File: src/rtl/retire_trace_queue.sv
// retire_trace_queue: captures retire/halt events from NUM_CH channels plus
// an issue-halt source into per-source holding registers, serialises them
// through a fixed-priority arbiter into a DEPTH-entry FIFO with a sequence
// stamp, and drains over valid/ready. Events that cannot be held are counted.
module retire_trace_queue #(
  parameter int NUM_CH = 6,
  parameter int PC_W   = 32,
  parameter int WFID_W = 6,
  parameter int DEPTH  = 16,
  parameter int CH_W   = $clog2(NUM_CH + 1)
) (
  input  logic                      clk,
  input  logic                      rst,
  input  logic [NUM_CH-1:0]         retire_valid,
  input  logic [NUM_CH*PC_W-1:0]    retire_pc,
  input  logic [NUM_CH*WFID_W-1:0]  retire_wfid,
  input  logic                      issue_halt,
  input  logic [WFID_W-1:0]         issue_halt_wfid,
  output logic                      out_valid,
  input  logic                      out_ready,
  output logic [CH_W-1:0]           out_src,
  output logic [PC_W-1:0]           out_pc,
  output logic [WFID_W-1:0]         out_wfid,
  output logic [15:0]               out_seq,
  output logic [15:0]               drop_count,
  output logic [$clog2(DEPTH):0]    fifo_level
);

  localparam int NS = NUM_CH + 1;       // retire channels plus halt source
  localparam int AW = $clog2(DEPTH);
  localparam int LW = AW + 1;

  // Holding registers, one per source
  logic [NS-1:0]     r_pend;
  logic [PC_W-1:0]   r_hpc   [NS];
  logic [WFID_W-1:0] r_hwfid [NS];

  // FIFO storage and control
  logic [CH_W-1:0]   r_mem_src  [DEPTH];
  logic [PC_W-1:0]   r_mem_pc   [DEPTH];
  logic [WFID_W-1:0] r_mem_wfid [DEPTH];
  logic [15:0]       r_mem_seq  [DEPTH];
  logic [AW-1:0]     r_wr_ptr;
  logic [AW-1:0]     r_rd_ptr;
  logic [LW-1:0]     r_level;
  logic [15:0]       r_seq;
  logic [15:0]       r_drop;

  // Combinational nets
  logic [NS-1:0]     w_strobe;
  logic [PC_W-1:0]   w_src_pc   [NS];
  logic [WFID_W-1:0] w_src_wfid [NS];
  logic              w_full;
  logic              w_pop;
  logic              w_can_push;
  logic              w_push;
  logic [CH_W-1:0]   w_sel;
  logic [NS-1:0]     w_grant;
  logic [NS-1:0]     w_load;
  logic [NS-1:0]     w_drop;
  logic [16:0]       w_drop_sum;
  logic [15:0]       w_drop_next;
  logic [LW-1:0]     w_level_next;

  // Unpack channel buses into per-source views; halt records carry PC 0
  always_comb begin
    w_strobe = {issue_halt, retire_valid};
    for (int i = 0; i < NUM_CH; i++) begin
      w_src_pc[i]   = retire_pc[i*PC_W +: PC_W];
      w_src_wfid[i] = retire_wfid[i*WFID_W +: WFID_W];
    end
    w_src_pc[NUM_CH]   = '0;
    w_src_wfid[NUM_CH] = issue_halt_wfid;
  end

  // Fixed-priority arbiter: lowest-index pending source wins a FIFO slot
  always_comb begin
    w_full     = (r_level == LW'(DEPTH));
    w_pop      = (r_level != '0) && out_ready;
    w_can_push = !w_full || w_pop;
    w_sel      = '0;
    for (int i = NS - 1; i >= 0; i--) begin
      w_sel = r_pend[i] ? CH_W'(i) : w_sel;
    end
    w_push = (|r_pend) && w_can_push;
    for (int i = 0; i < NS; i++) begin
      w_grant[i] = w_push && (w_sel == CH_W'(i));
    end
  end

  // Capture/drop decision per source and saturating drop accumulation
  always_comb begin
    w_drop_sum = {1'b0, r_drop};
    for (int i = 0; i < NS; i++) begin
      w_load[i]  = w_strobe[i] && (!r_pend[i] || w_grant[i]);
      w_drop[i]  = w_strobe[i] && r_pend[i] && !w_grant[i];
      w_drop_sum = w_drop_sum + 17'(w_drop[i]);
    end
    w_drop_next = w_drop_sum[16] ? 16'hFFFF : w_drop_sum[15:0];
  end

  // Occupancy update: push and pop together leave the level unchanged
  always_comb begin
    case ({w_push, w_pop})
      2'b10:   w_level_next = r_level + LW'(1);
      2'b01:   w_level_next = r_level - LW'(1);
      default: w_level_next = r_level;
    endcase
  end

  // Holding registers: refill wins over grant-clear on the same edge
  always_ff @(posedge clk or negedge rst) begin
    if (!rst) begin
      r_pend <= '0;
      for (int i = 0; i < NS; i++) begin
        r_hpc[i]   <= '0;
        r_hwfid[i] <= '0;
      end
    end else begin
      for (int i = 0; i < NS; i++) begin
        if (w_load[i]) begin
          r_pend[i]  <= 1'b1;
          r_hpc[i]   <= w_src_pc[i];
          r_hwfid[i] <= w_src_wfid[i];
        end else if (w_grant[i]) begin
          r_pend[i]  <= 1'b0;
        end
      end
    end
  end

  // FIFO pointers, level, sequence stamp and drop counter
  always_ff @(posedge clk or negedge rst) begin
    if (!rst) begin
      r_wr_ptr <= '0;
      r_rd_ptr <= '0;
      r_level  <= '0;
      r_seq    <= '0;
      r_drop   <= '0;
    end else begin
      if (w_push) begin
        r_wr_ptr <= r_wr_ptr + AW'(1);
        r_seq    <= r_seq + 16'd1;
      end
      if (w_pop) begin
        r_rd_ptr <= r_rd_ptr + AW'(1);
      end
      r_level <= w_level_next;
      r_drop  <= w_drop_next;
    end
  end

  // FIFO data storage; contents are masked at the output while empty
  always_ff @(posedge clk) begin
    if (w_push) begin
      r_mem_src[r_wr_ptr]  <= w_sel;
      r_mem_pc[r_wr_ptr]   <= r_hpc[w_sel];
      r_mem_wfid[r_wr_ptr] <= r_hwfid[w_sel];
      r_mem_seq[r_wr_ptr]  <= r_seq;
    end
  end

  assign out_valid  = (r_level != '0);
  assign out_src    = out_valid ? r_mem_src[r_rd_ptr]  : '0;
  assign out_pc     = out_valid ? r_mem_pc[r_rd_ptr]   : '0;
  assign out_wfid   = out_valid ? r_mem_wfid[r_rd_ptr] : '0;
  assign out_seq    = out_valid ? r_mem_seq[r_rd_ptr]  : '0;
  assign drop_count = r_drop;
  assign fifo_level = r_level;

endmodule
File: config.mk
export PLATFORM = sky130hd
export DESIGN_NAME = retire_trace_queue
export DESIGN_NICKNAME = d
export VERILOG_FILES = /design/src/rtl/retire_trace_queue.sv
export SDC_FILE = /design/constraint.sdc
export NUM_CORES = 1
export LEC_CHECK = 0
export BUFFER_PORTS_ARGS = -buffer_cell sky130_fd_sc_hd__buf_2
export CORE_ASPECT_RATIO = 1.2
export CORE_MARGIN = 2
export CORE_UTILIZATION = 31
export DETAILED_ROUTE_END_ITERATION = 10
export SLEW_MARGIN = 20
export SYNTH_ARGS = -nofsm -noshare
export SYNTH_HDL_FRONTEND = slang
export SYNTH_SLANG_ARGS = --single-unit
File: constraint.sdc
create_clock -name clk -period 8.8 [get_ports clk]
set_input_delay 1.76 -clock clk [delete_from_list [all_inputs] [get_ports clk]]
set_output_delay 1.76 -clock clk [all_outputs]
set_load 0.03 [all_outputs]
==> impl_metrics.env, run 1 <==
export IMPL_status="completed"
export IMPL_core_area_um2=153000
export IMPL_initial_utilization=0.313
export IMPL_crit_arrival_ns=4.08
export IMPL_comb_power_share=0.317
export IMPL_synth_top_flop_cell="edfxtp_1"
export IMPL_die_area_um2=157000
export IMPL_ys_seq_area_frac=0.723
export IMPL_wl_per_cell_um=25.1
export IMPL_final_area_um2=55500
export IMPL_grt_max_degree=133
export IMPL_ios=323
export IMPL_synth_seq_cells=1198
export IMPL_cp_top_family="buffers and inverters"
export IMPL_netSwitchingFraction=0.340
export IMPL_dp_hpwl_mm=74.3
export IMPL_ys_warn_count=0
export IMPL_clkSlewWorstSetupHoldPaths_ns=0.06
export IMPL_power_density_nw_per_um2=335
export IMPL_drt_iter0_markers=1782
export IMPL_rsz0062_at_grt="no"
export IMPL_fp_dieW_um=362
export IMPL_drt_total_wl_mm=121
export IMPL_slew_viol_final=0
export IMPL_root_buffer="clkbuf_16"
export IMPL_insertion_delay_ns=0.73
export IMPL_grt_ovfl_total=0
export IMPL_grt_pass1_vias=25800
export IMPL_crit_chain="buf_4, buf_4, mux4_2, mux2i_1, o22ai_1, buf_2"
export IMPL_htree_levels=3
export IMPL_setup_tns_ns=0
export IMPL_power_switching_w=0.00632
export IMPL_syn_area_per_cell_um2=20.0
export IMPL_dpl_cell_area_um2=51900
export IMPL_path_max_fanout=39
export IMPL_grt_pass1_wl_mm=177
export IMPL_p_int_w=0.0123
export IMPL_cts_resized=0
export IMPL_viasPerCell=4.95
export IMPL_syn2layout_area_growth_pct=16.2
export IMPL_postSynthCellCount=2386
export IMPL_syn_num_nets=2651
export IMPL_crit_slowest_cell="dfrtp_4"
export IMPL_path_buf_inv=3
export IMPL_cts_buffers=105
export IMPL_cp_data_required_time_ns=7.04
export IMPL_leakage_nw=19.8
export IMPL_fin_crit_sh=0.664
export IMPL_post_cts_buffers=0
export IMPL_async_flop_share=0.239
export IMPL_hold_path_class="flop to flop"
export IMPL_vias=24000
export IMPL_dp_cells=4630
export IMPL_hold_buffers=0
export IMPL_fin_crit_ns=5.84
export IMPL_cts_tree="yes"
export IMPL_setup_viol=0
export IMPL_grt_usage=0.153
export IMPL_cp_slowest_stage_delay_ns=0.97
export IMPL_final_cell_count_no_fill=4843
export IMPL_fin_nets=3016
export IMPL_total_power_w=0.0186
export IMPL_critPathKind="flop to primary output"
export IMPL_irDropWorstVdd_v=0.000240
export IMPL_clkPwrFrac=0.252
export IMPL_drive_above_1_share=0.388
export IMPL_die_h_um=434
export IMPL_whs_ns=0.486
export IMPL_remaining_drc_errors=0
export IMPL_endpoint_kind="primary output"
export IMPL_hold_viol=0
export IMPL_place_congestion=0.739
export IMPL_numPortBuffers=322
export IMPL_rows=157
export IMPL_cts_buffer_depth=3
export IMPL_antenna_found_initial=37
export IMPL_max_freq_ghz=0.171
export IMPL_worst_clock_skew_ns=0.0517
export IMPL_num_fill_cells=14100
export IMPL_crit_top_cell="buf_4"
export IMPL_synth_edf_count=912
export IMPL_netlist_area_um2=47800
export IMPL_ant_nets=0
export IMPL_tightest_slew_ns=1.11
export IMPL_slew_headroom=0.261
export IMPL_pwr_share_seq=0.431
export IMPL_max_cap_violations=0
export IMPL_synth_cell_types=64
export IMPL_setup_worst_path_start_class="flop"
export IMPL_cts_sinks=1198
export IMPL_firstDrtPassIters=8
==> registers in the layout, indices dropped and copies added, names as in the netlist <==
| signal | cells |
|---|---|
| r_mem_pc | 512 |
| r_mem_seq | 256 |
| r_hpc | 192 |
| r_mem_wfid | 96 |
| r_mem_src | 48 |
| r_hwfid | 42 |
| drop_count | 16 |
| r_seq | 16 |
| r_pend | 7 |
| fifo_level | 5 |
| r_rd_ptr | 4 |
| r_wr_ptr | 4 |
==> metal layers <==
layer,vias up,track usage,share of wire
met1,12600,0.194,0.41
met2,660,0.264,0.50
li1,10500,-,-
met4,38,0.0418,0.022
met5,-,0,0.0019
met3,199,0.0337,0.063
==> synth_stat cells (11+ instances only) <==
| cell | instances | share of area |
|---|---|---|
| o22ai_1 | 57 | 0.0075 |
| clkbuf_1 | 61 | 0.0048 |
| edfxtp_1 | 912 | 0.57 |
| buf_6 | 15 | 0.0035 |
| ha_1 | 16 | 0.0042 |
| nand2_1 | 45 | 0.0035 |
| nand3_1 | 14 | 0.0015 |
| o21ai_1 | 20 | 0.0021 |
| xnor2_1 | 24 | 0.0044 |
| mux2_4 | 40 | 0.013 |
| o21ai_0 | 28 | 0.0029 |
| buf_2 | 45 | 0.0047 |
| a22o_1 | 16 | 0.0029 |
| inv_1 | 21 | 0.0017 |
| mux4_2 | 228 | 0.11 |
| dfrtp_1 | 286 | 0.15 |
| nor2_1 | 17 | 0.0013 |
| a222oi_1 | 37 | 0.0078 |
| mux2_1 | 11 | 0.0026 |
| mux2i_1 | 127 | 0.027 |
| mux2_2 | 208 | 0.049 |
| a22oi_1 | 33 | 0.0052 |
==> through the flow <==
| step | utilization | setup slack (ns) |
|---|---|---|
| 2_1_floorplan | - | 0.540 |
| 3_3_place_gp | 0.340 | 2.42 |
| 3_5_place_dp | 0.340 | 2.43 |
| 4_1_cts | 0.363 | 2.73 |
| 5_1_grt | 0.363 | 2.66 |
| 6_report | 0.363 | 2.96 |
==> cell usage in the layout (no fill, tap or decap), drive strengths merged, types with 10 or more instances in the layout <==
| master | instances |
|---|---|
| ha | 16 |
| edfxtp | 912 |
| xnor2 | 24 |
| dfrtp | 286 |
| mux2i | 127 |
| o22ai | 58 |
| a222oi | 37 |
| clkbuf | 131 |
| a22o | 16 |
| nand3 | 14 |
| xor2 | 10 |
| o21ai | 51 |
| nand2 | 46 |
| inv | 28 |
| clkinv | 43 |
| mux4 | 228 |
| mux2 | 259 |
| diode | 15 |
| nor2 | 19 |
| buf | 394 |
| bufinv | 10 |
| a22oi | 33 |
==> path summary, 6_finish.rpt <==
check	start	to	slack, ns	depth (start not counted)
worst max-delay path	r_rd_ptr[0]	out_pc[14]	2.96	6
max in group asynchronous	rst	r_rd_ptr[0]	6.25	2
min in group asynchronous	rst	r_hpc[144]	1.08	1
worst max register to register	fifo_level[1]	drop_count[13]	3.55	16
worst min-delay path	r_hwfid[5]	r_hwfid[5]	0.49	1
worst min register to register	r_hwfid[5]	r_hwfid[5]	0.49	1
==> cell type report <==
type                    count  area (um2)  share of cell area
repair buffers            395        2220              0.0400
inverters                  22        85.1             0.00153
well taps                1987        2490              0.0448
multi-input cells        1029       12600               0.227
clock inverters            67         709              0.0128
clock buffers             130        2800              0.0504
diodes                     15        37.5            0.000676
flip-flops and latches   1198       34600               0.622
==> power groups by stage <==
stage	Sequential [W]	Combinational (W)	Clock, W
3_3_place_gp	0.00808	0.00602	0
5_1_grt	0.00812	0.00634	0.00500
4_1_cts	0.00802	0.00607	0.00480
3_5_place_dp	0.00813	0.00606	0
2_1_floorplan	0.00796	0.00398	0
6_report	0.00800	0.00589	0.00469
==> kinds of logic after synthesis <==
logic type / Yosys count / synth area share
muxes: 614 / 0.198
AOI/OAI and AO/OA: 222 / 0.0340
adders and majority gates: 21 / 0.00629
xor gates and xnor gates: 34 / 0.00623
buffers and inverters: 159 / 0.0171
DFF: 1198 / 0.723
and+or+nand+nor: 138 / 0.0150
(Power assumes the default switching activity.)
==> inputs of run 2 (changes only) <==
- clock period: 8.8 -> 6.1 ns (I/O delays scaled with it)
==> impl_metrics.env, run 2 (synthesized netlist as in run 1, its figures left out) <==
export IMPL_dp_cells=4647
export IMPL_syn2layout_area_growth_pct=16.8
export IMPL_status="completed"
export IMPL_rr_startpoint="fifo_level[1]"
export IMPL_rsz0062_at_grt="no"
export IMPL_leakage_nw=19.9
export IMPL_irDropWorstVdd_v=0.000340
export IMPL_cp_slowest_stage_delay_ns=0.73
export IMPL_ant_nets=0
export IMPL_final_cell_count_no_fill=4858
export IMPL_grt_pass1_wl_mm=178
export IMPL_num_fill_cells=14200
export IMPL_fin_crit_ns=5.29
export IMPL_largest_reg_flops=512
export IMPL_drt_iter0_markers=1913
export IMPL_regMostFlops="r_mem_pc"
export IMPL_most_common_layout_cells="edfxtp_1 (912), buf_2 (321), dfrtp_1 (283)"
export IMPL_worst_clock_skew_ns=0.0425
export IMPL_fin_crit_sh=0.867
export IMPL_final_common_cell="edfxtp_1"
export IMPL_crit_slowest_cell="or4_1"
export IMPL_slew_headroom=0.271
export IMPL_crit_top_cell="fa_1"
export IMPL_use_met2=0.260
export IMPL_hold_viol=0
export IMPL_slew_viol_final=0
export IMPL_power_density_nw_per_um2=484
export IMPL_core_area_um2=153000
export IMPL_root_buffer="clkbuf_16"
export IMPL_path_buf_inv=2
export IMPL_cts_buffer_depth=3
export IMPL_fin_nets=3035
export IMPL_grt_ovfl_total=0
export IMPL_met3_usage=0.0344
export IMPL_max_cap_violations=0
export IMPL_hold_path_class="flop to flop"
export IMPL_numPortBuffers=322
export IMPL_cp_data_required_time_ns=6.66
export IMPL_die_h_um=434
export IMPL_viasPerCell=5.01
export IMPL_remaining_drc_errors=0
export IMPL_cp_top_family="simple AND/OR/NAND/NOR gates"
export IMPL_wl_per_cell_um=25.3
export IMPL_pre_cts_slack_ns=0.247
export IMPL_post_cts_buffers=0
export IMPL_drive_above_1_share=0.387
export IMPL_place_congestion=0.736
export IMPL_setup_viol=0
export IMPL_crit_arrival_ns=5.85
export IMPL_path_max_fanout=13
export IMPL_insertion_delay_ns=0.73
export IMPL_cts_sinks=1198
export IMPL_cp_startpoint="fifo_level[1]"
export IMPL_initial_utilization=0.313
export IMPL_htree_levels=3
export IMPL_fp_dieW_um=362
export IMPL_cts_resized=0
export IMPL_min_from="r_hwfid[5]"
export IMPL_die_area_um2=157000
export IMPL_dp_hpwl_mm=75.4
export IMPL_cts_tree="yes"
export IMPL_cts_buffers=108
export IMPL_drt_total_wl_mm=123
export IMPL_max_freq_ghz=0.189
export IMPL_crit_chain="or4_1, nor2_4, o21ai_1, nor2_1, fa_1, inv_1, fa_1, inv_1, fa_1, ha_1, fa_1, a21oi_1, o21ai_0, nor2b_1, nand4_1, nand3_1"
export IMPL_firstDrtPassIters=8
export IMPL_grt_pass1_vias=25700
export IMPL_utilization=0.365
export IMPL_multiInputGateArea_um2=12600
export IMPL_ios=323
export IMPL_antenna_found_initial=37
export IMPL_endpoint_kind="flop"
export IMPL_whs_ns=0.488
export IMPL_grt_usage=0.155
export IMPL_setup_worst_path_start_class="flop"
export IMPL_grt_max_degree=109
export IMPL_grt_use_met1=0.200
export IMPL_clkSlewWorstSetupHoldPaths_ns=0.06
export IMPL_vias=24300
export IMPL_tightest_slew_ns=1.09
export IMPL_final_seq_area_um2=34600
export IMPL_reg_top3="r_mem_pc: 512 flops, r_mem_seq: 256 flops, r_hpc: 192 flops"
export IMPL_critPathKind="flop to flop"
export IMPL_final_area_um2=55800
export IMPL_hold_buffers=0
export IMPL_grt_busiest_layer="met2"
export IMPL_setup_slack_ns=0.810
export IMPL_dpl_cell_area_um2=52200
export IMPL_rows=157
==> run 2: cell types whose count changed in the layout (fill, tap and decap cells not counted), sizes merged <==
cell,previous run,this run
buf,394,411
inv,28,25
diode,15,10
clkbuf,131,146
bufinv,10,8
clkinv,43,36
==> run 2: final timing paths <==
check	end	slack, ns	depth (start not counted)
max	drop_count[13]	0.81	16
min	r_hwfid[5]	0.49	1
max reg2reg	drop_count[13]	0.81	16
min reg2reg	r_hwfid[5]	0.49	1
max in group asynchronous	r_rd_ptr[3]	4.33	2
min in group asynchronous	r_hpc[140]	0.52	1
==> run 2: routing by layer <==
metal	up-vias	share of wire	routed length, um
met5	-	0.0022	266
met3	194	0.061	7430
met2	638	0.49	60500
met4	44	0.023	2830
met1	13000	0.42	51700
li1	10500	-	-
==> run 2: worst register-to-register path, cell delays in order (launching register included) <==
cell	delay (ns)
dfrtp_1	0.41
or4_1	0.73
nor2_4	0.29
o21ai_1	0.15
nor2_1	0.19
fa_1	0.44
inv_1	0.08
fa_1	0.41
inv_1	0.08
fa_1	0.42
ha_1	0.24
fa_1	0.46
a21oi_1	0.19
o21ai_0	0.28
nor2b_1	0.26
nand4_1	0.39
nand3_1	0.14
==> run 2: power by group <==
group / switching (W) / internal, W / total [W]
clock: 0.00305 / 0.00378 / 0.00683
combinational: 0.00533 / 0.00333 / 0.00867
sequential: 0.000787 / 0.0107 / 0.0115
total: 0.00917 / 0.0179 / 0.0270
==> run 2: area by class of cell <==
cell class | count | area share
clock buffers | 146 | 0.0532
diodes | 10 | 0.000448
clock inverters | 55 | 0.0106
inverters | 22 | 0.00152
repair buffers | 411 | 0.0442
well taps | 1987 | 0.0445
flip-flops and latches | 1198 | 0.619
multi-input cells | 1029 | 0.226
==> run 2: through the flow <==
step / total power [W] / setup TNS [ns]
5_1_grt: 0.0283 / 0
3_5_place_dp: 0.0206 / 0
6_report: 0.0270 / 0
3_3_place_gp: 0.0205 / 0
2_1_floorplan: 0.0172 / -397.85
4_1_cts: 0.0275 / 0
